==> config.mk <==
export PLATFORM = sky130hd
export DESIGN_NAME = level_regenerator
export DESIGN_NICKNAME = d
export VERILOG_FILES = /design/src/rtl/level_regenerator.sv
export SDC_FILE = /design/constraint.sdc
export NUM_CORES = 1
export LEC_CHECK = 0
export ABC_AREA = 1
export BUFFER_PORTS_ARGS = -buffer_cell sky130_fd_sc_hd__buf_2
export CORE_UTILIZATION = 59
export CTS_BUF_LIST = sky130_fd_sc_hd__clkbuf_2 sky130_fd_sc_hd__clkbuf_4 sky130_fd_sc_hd__clkbuf_8
export DETAILED_ROUTE_END_ITERATION = 10
export HOLD_SLACK_MARGIN = 0.02
export PLACE_DENSITY = 0.82
export RECOVER_POWER = 100
export SETUP_SLACK_MARGIN = 0.5
export SLEW_MARGIN = 10
export SYNTH_ARGS = -nofsm -noshare
export SYNTH_HDL_FRONTEND = slang
export SYNTH_SLANG_ARGS = --single-unit
export TNS_END_PERCENT = 10
==> constraint.sdc <==
create_clock -name clk -period 1.7 [get_ports clk]
set_input_delay 0.085 -clock clk [delete_from_list [all_inputs] [get_ports clk]]
set_output_delay 0.085 -clock clk [all_outputs]
set_load 0.01 [all_outputs]
==> src/rtl/level_regenerator.sv <==
// level_regenerator: rebuilds a glitch-free level from rise/fall request pulses,
// holding every transition for at least HOLD_CYC cycles and buffering one reversal.
module level_regenerator #(
  parameter int   HOLD_CYC   = 4,
  parameter int   CNT_W      = 8,
  parameter logic INIT_LEVEL = 1'b0
) (
  input  logic clk,
  input  logic rst_n,
  input  logic rise_req,
  input  logic fall_req,
  output logic level_out,
  output logic busy,
  output logic pending,
  output logic cancel_pulse,
  output logic conflict_pulse
);
  typedef enum logic {STABLE, HOLD} state_t;
  localparam logic [CNT_W-1:0] RELOAD = CNT_W'(HOLD_CYC - 1);
  state_t state, state_nx;
  logic [CNT_W-1:0] cnt, cnt_nx;
  logic level_nx, pend_valid, pend_nx, pend_lvl, pend_lvl_nx, cancel_nx, conflict_nx;
  logic req, t, want, ret, tog;
  always_comb begin
    req = rise_req ^ fall_req;
    t = rise_req;
    want = req && (t != level_out);
    ret = req && (t == level_out) && pend_valid;
    conflict_nx = rise_req & fall_req;
    cancel_nx = 1'b0;
    tog = 1'b0;
    state_nx = state;
    cnt_nx = cnt;
    level_nx = level_out;
    pend_nx = pend_valid;
    pend_lvl_nx = pend_lvl;
    if (state == STABLE) begin
      tog = want;
    end else begin
      cancel_nx = ret;
      if (cnt != '0) begin
        cnt_nx = cnt - 1'b1;
        if (want) begin
          pend_nx = 1'b1;
          pend_lvl_nx = t;
        end else if (ret) begin
          pend_nx = 1'b0;
        end
      end else begin
        // decision cycle: a surviving pending entry or a fresh opposite request toggles
        tog = (pend_valid && !ret && (pend_lvl != level_out)) || want;
        pend_nx = 1'b0;
        state_nx = tog ? HOLD : STABLE;
      end
    end
    if (tog) begin
      level_nx = ~level_out;
      cnt_nx = RELOAD;
      state_nx = HOLD;
    end
  end
  always_ff @(posedge clk or negedge rst_n) begin
    if (!rst_n) begin
      state <= STABLE;
      cnt <= '0;
      level_out <= INIT_LEVEL;
      pend_valid <= 1'b0;
      pend_lvl <= 1'b0;
      cancel_pulse <= 1'b0;
      conflict_pulse <= 1'b0;
    end else begin
      state <= state_nx;
      cnt <= cnt_nx;
      level_out <= level_nx;
      pend_valid <= pend_nx;
      pend_lvl <= pend_lvl_nx;
      cancel_pulse <= cancel_nx;
      conflict_pulse <= conflict_nx;
    end
  end
  assign busy = (state == HOLD);
  assign pending = pend_valid;
endmodule

==> run_results.csv <==
group,metric,value,unit
outcome,status,"finished clean",
timing,setup_viol,0,
synth,syn_area_per_cell,7.681,um2
detailed_routing,drc,0,
floorplan,start_util,0.6375,
synth,syn_area,829.5,um2
clock_tree,cts_tree,"built",
clock_tree,cts_sinks,14,
clock_tree,cts_inserted_buffers,3,
critical_path,crit_end,"cnt[4]$_DFFE_PN0P_",
timing,tns,0,ns
timing,rsz0062_at_grt,"yes",
global_route,grt.overflow.total,0,
floorplan,coreArea,0.001301,mm2
floorplan,dieHeight,39.50,um
detailed_routing,dr.first_iter.drc_count,49,
floorplan,die_area,0.001560,mm2
critical_path,worstPathRequired,1.88,ns
placement,gp_congestion,0.8545,
hold_path,min_path_type,"in2reg",
critical_path,crit_type,"reg2reg",
critical_path,critical_path.slowest_cell,"clkbuf_1",
job,max-cap-violations,0,
floorplan,num_rows,13,
clock_tree,clk_pin_slew,0.09,ns
critical_path,cp_top_family,"buffers and inverters",
synth,ys_ff_latch,14,
detailed_routing,post_drt_wl_per_cell,16.40,um
placement,io_buffer_count,8,
critical_path,reg2reg_slack,0.22,ns
critical_path,path_buf_inv,3,
clock_tree,cts.path.max_buffers,2,
critical_path,crit_cells,6,
timing,maxSlewViolCount,0,
timing,timing.fmax,675.1,MHz
synth,synth_nets,114,
synth,ys_types,20,
detailed_routing,via_count,850,
floorplan,io_pins,9,
detailed_routing,wirelength,2411,um
synth,yosys_warnings,0,
pwr,irDropWorstVdd,0.001095,V
critical_path,timing.rr.end,"cnt[4]$_DFFE_PN0P_",
placement,hpwl,1241,um
critical_path,critPathArrivalTime,1.66,ns
detailed_routing,viasPerCell,5.782,
final_layout,nets,139,
final_layout,ff_latch_area,351.6,um2
critical_path,startpoint_type,"flip-flop",
pwr,p_clk_frac,0.113,
global_route,grtUsageTotal,0.3759,
detailed_routing,ant_nets,0,
synth,ys_seq_area_frac,0.4223,
detailed_routing,dr.pass1.iters,4,
pwr,comb_power_share,0.578,
critical_path,endpoint_kind,"flip-flop",
timing,period_needed,1.481,ns
clock_tree,ctsRootBufferMaster,"clkbuf_4",
timing,period_share,0.8714,
critical_path,cp_slowest_stage_delay,0.42,ns
final_layout,post-route-util,0.8644,
global_route,grt_pass1_vias,805,
timing,relSlewSlack,0.5004,
pwr,switching_share,0.4703,
critical_path,rr_startpoint,"busy$_DFF_PN0_",
final_layout,fillCellCount,67,
timing,hold_viol,0,
timing,worst_pin_slew,0.7494,ns
global_route,antenna_found_initial,0,
pwr,p_leak,0.5880,nW
synth,synthCells,108,
final_layout,multi_input_area,483.0,um2
clock_tree,clk_latency,0.29,ns
pwr,internal_power,1.139,mW
critical_path,crit_path_max_fanout,10,
timing,hold_ws,0.1347,ns
critical_path,path_cells,"clkbuf_1 -> o21ai_4 -> buf_6 -> buf_16 -> nand3_1 -> nand2_1",
final_layout,antenna_cells,0,
pwr,p_seq_frac,0.309,
global_route,grt_pass1_wl,3753,um
critical_path,reg2regPathDepth,6,
global_route,grt_max_degree,15,
floorplan,die_w,39.50,um
clock_tree,h-tree-depth,1,
timing,final.setup_skew,0.01200,ns
pwr,p_per_area,1911,mW/mm2
critical_path,critPathLaunch,"busy$_DFF_PN0_",
final_layout,areaGrowthSynthToFinish,35.60,%
final_layout,drive_gt1_frac,0.2652,
pwr,power.switching,1.011,mW
==> area by class of cell <==
type,instances,share of cell area
Sequential cell,14,0.3126
Clock buffer,4,0.03226
Multi-Input combinational cell,76,0.4294
Timing Repair Buffer,21,0.1502
Tap cell,15,0.01669
Inverter,17,0.05895
==> synth_stat cells <==
cell | n | share of area
nand2_4 | 2 | 0.027
nor2_1 | 5 | 0.023
buf_4 | 1 | 0.0091
dfrtp_1 | 14 | 0.42
xor2_1 | 3 | 0.032
ha_1 | 2 | 0.030
nor3b_1 | 1 | 0.0091
nand3b_1 | 1 | 0.0091
o21ai_0 | 1 | 0.0060
o21ai_4 | 1 | 0.020
a31oi_1 | 1 | 0.0075
nor2_2 | 1 | 0.0075
inv_1 | 16 | 0.072
nand2_1 | 30 | 0.14
nand2_2 | 2 | 0.015
nand4_1 | 4 | 0.030
nor2_4 | 1 | 0.014
nand3_1 | 20 | 0.12
inv_2 | 1 | 0.0045
o21ai_1 | 1 | 0.0060
==> repair_timing <==
item,4_1_cts,5_1_grt
gates resized for setup,15,0
setup endpoints to repair,12,12
pin swaps,6,1
buffers inserted,8,1
cloned,1,0
hold buffers,1,1
endpoints found under the hold margin,14,1
==> state kept, by name (all words and copies together), names as in the netlist <==
signal          flops
cnt                 8
conflict_pulse      1
level_out           1
busy                1
pend_lvl            1
pending             1
cancel_pulse        1
==> placed cells by master, fill, tap and decap left out <==
cell type | netlist | layout
buf_2 | 0 | 3
a31oi_1 | 1 | 1
nand3_1 | 20 | 14
buf_16 | 0 | 1
inv_2 | 1 | 2
buf_6 | 0 | 1
inv_1 | 16 | 14
clkbuf_8 | 0 | 1
o21ai_0 | 1 | 1
nand2_1 | 30 | 30
buf_12 | 0 | 1
dlygate4sd3_1 | 0 | 2
nor2_1 | 5 | 5
nand2_8 | 0 | 2
nand3_2 | 0 | 6
nand2_4 | 2 | 2
dfrtp_1 | 14 | 13
o21ai_1 | 1 | 1
nor2_4 | 1 | 2
buf_4 | 1 | 6
clkbuf_1 | 0 | 6
nor3b_1 | 1 | 1
nand3b_1 | 1 | 1
ha_4 | 0 | 1
clkbuf_4 | 0 | 4
o21ai_4 | 1 | 1
inv_4 | 0 | 1
dfrtp_2 | 0 | 1
xor2_1 | 3 | 3
nand4_1 | 4 | 4
ha_1 | 2 | 1
==> worst reg2reg max path: stages (launching register included) <==
cell and delay, ns:
dfrtp_1 0.38, clkbuf_1 0.42, o21ai_4 0.14, buf_6 0.16
buf_16 0.12, nand3_1 0.07, nand2_1 0.08
==> power by group through the flow <==
stage	logic, mW	registers [mW]	clock network [mW]
2_1_floorplan	0.693	0.626	0
3_3_place_gp	0.844	0.640	0
3_5_place_dp	0.873	0.643	0
4_1_cts	1.18	0.640	0.252
5_1_grt	1.36	0.678	0.270
6_report	1.24	0.665	0.243
==> through the flow <==
stage / instances / setup WS [ns] / area [um2] / total power, mW
2_1_floorplan: 108 / 0.4100 / 847.1 / 1.318
3_3_place_gp: 131 / 0.3004 / 905.9 / 1.483
3_5_place_dp: 131 / 0.2695 / 905.9 / 1.516
4_1_cts: 145 / 0.3711 / 1119 / 2.071
5_1_grt: 147 / 0.1416 / 1125 / 2.309
6_report: 147 / 0.2187 / 1125 / 2.149
==> routing by layer <==
layer  part of all wire  up-vias  global-route usage
li1                   -      395                   -
met1               0.38      387              0.4787
met2               0.48       54              0.5738
met3              0.095       14              0.1193
met4              0.042        0              0.1638
met5                  0        -                   0
==> how the worst min path moves through the flow <==
stage | endpoint | from | slack, ns | depth (start not counted)
5_1_grt | pend_lvl$_DFFE_PN0P_ | rise_req | 0.13 | 3
2_1_floorplan | busy$_DFF_PN0_ | rst_n | -0.21 | 0
3_3_place_gp | conflict_pulse$_DFF_PN0_ | rst_n | -0.01 | 1
6_report | pend_lvl$_DFFE_PN0P_ | rise_req | 0.13 | 3
3_5_place_dp | conflict_pulse$_DFF_PN0_ | rst_n | -0.006 | 1
4_1_cts | conflict_pulse$_DFF_PN0_ | fall_req | 0.03 | 2
==> kinds of logic (layout without fill, tap and decap cells) <==
| logic type | after synthesis | count (layout) | synth area share |
|---|---|---|---|
| and+or+nand+nor | 67 | 67 | 0.3907 |
| DFF | 14 | 14 | 0.4223 |
| buffers and inverters | 18 | 42 | 0.08597 |
| adders and majority gates | 2 | 2 | 0.03016 |
| xor gates and xnor gates | 3 | 3 | 0.03168 |
| AOI/OAI and AO/OA | 4 | 4 | 0.03921 |
Note: power is estimated with default switching activity, not from simulation.
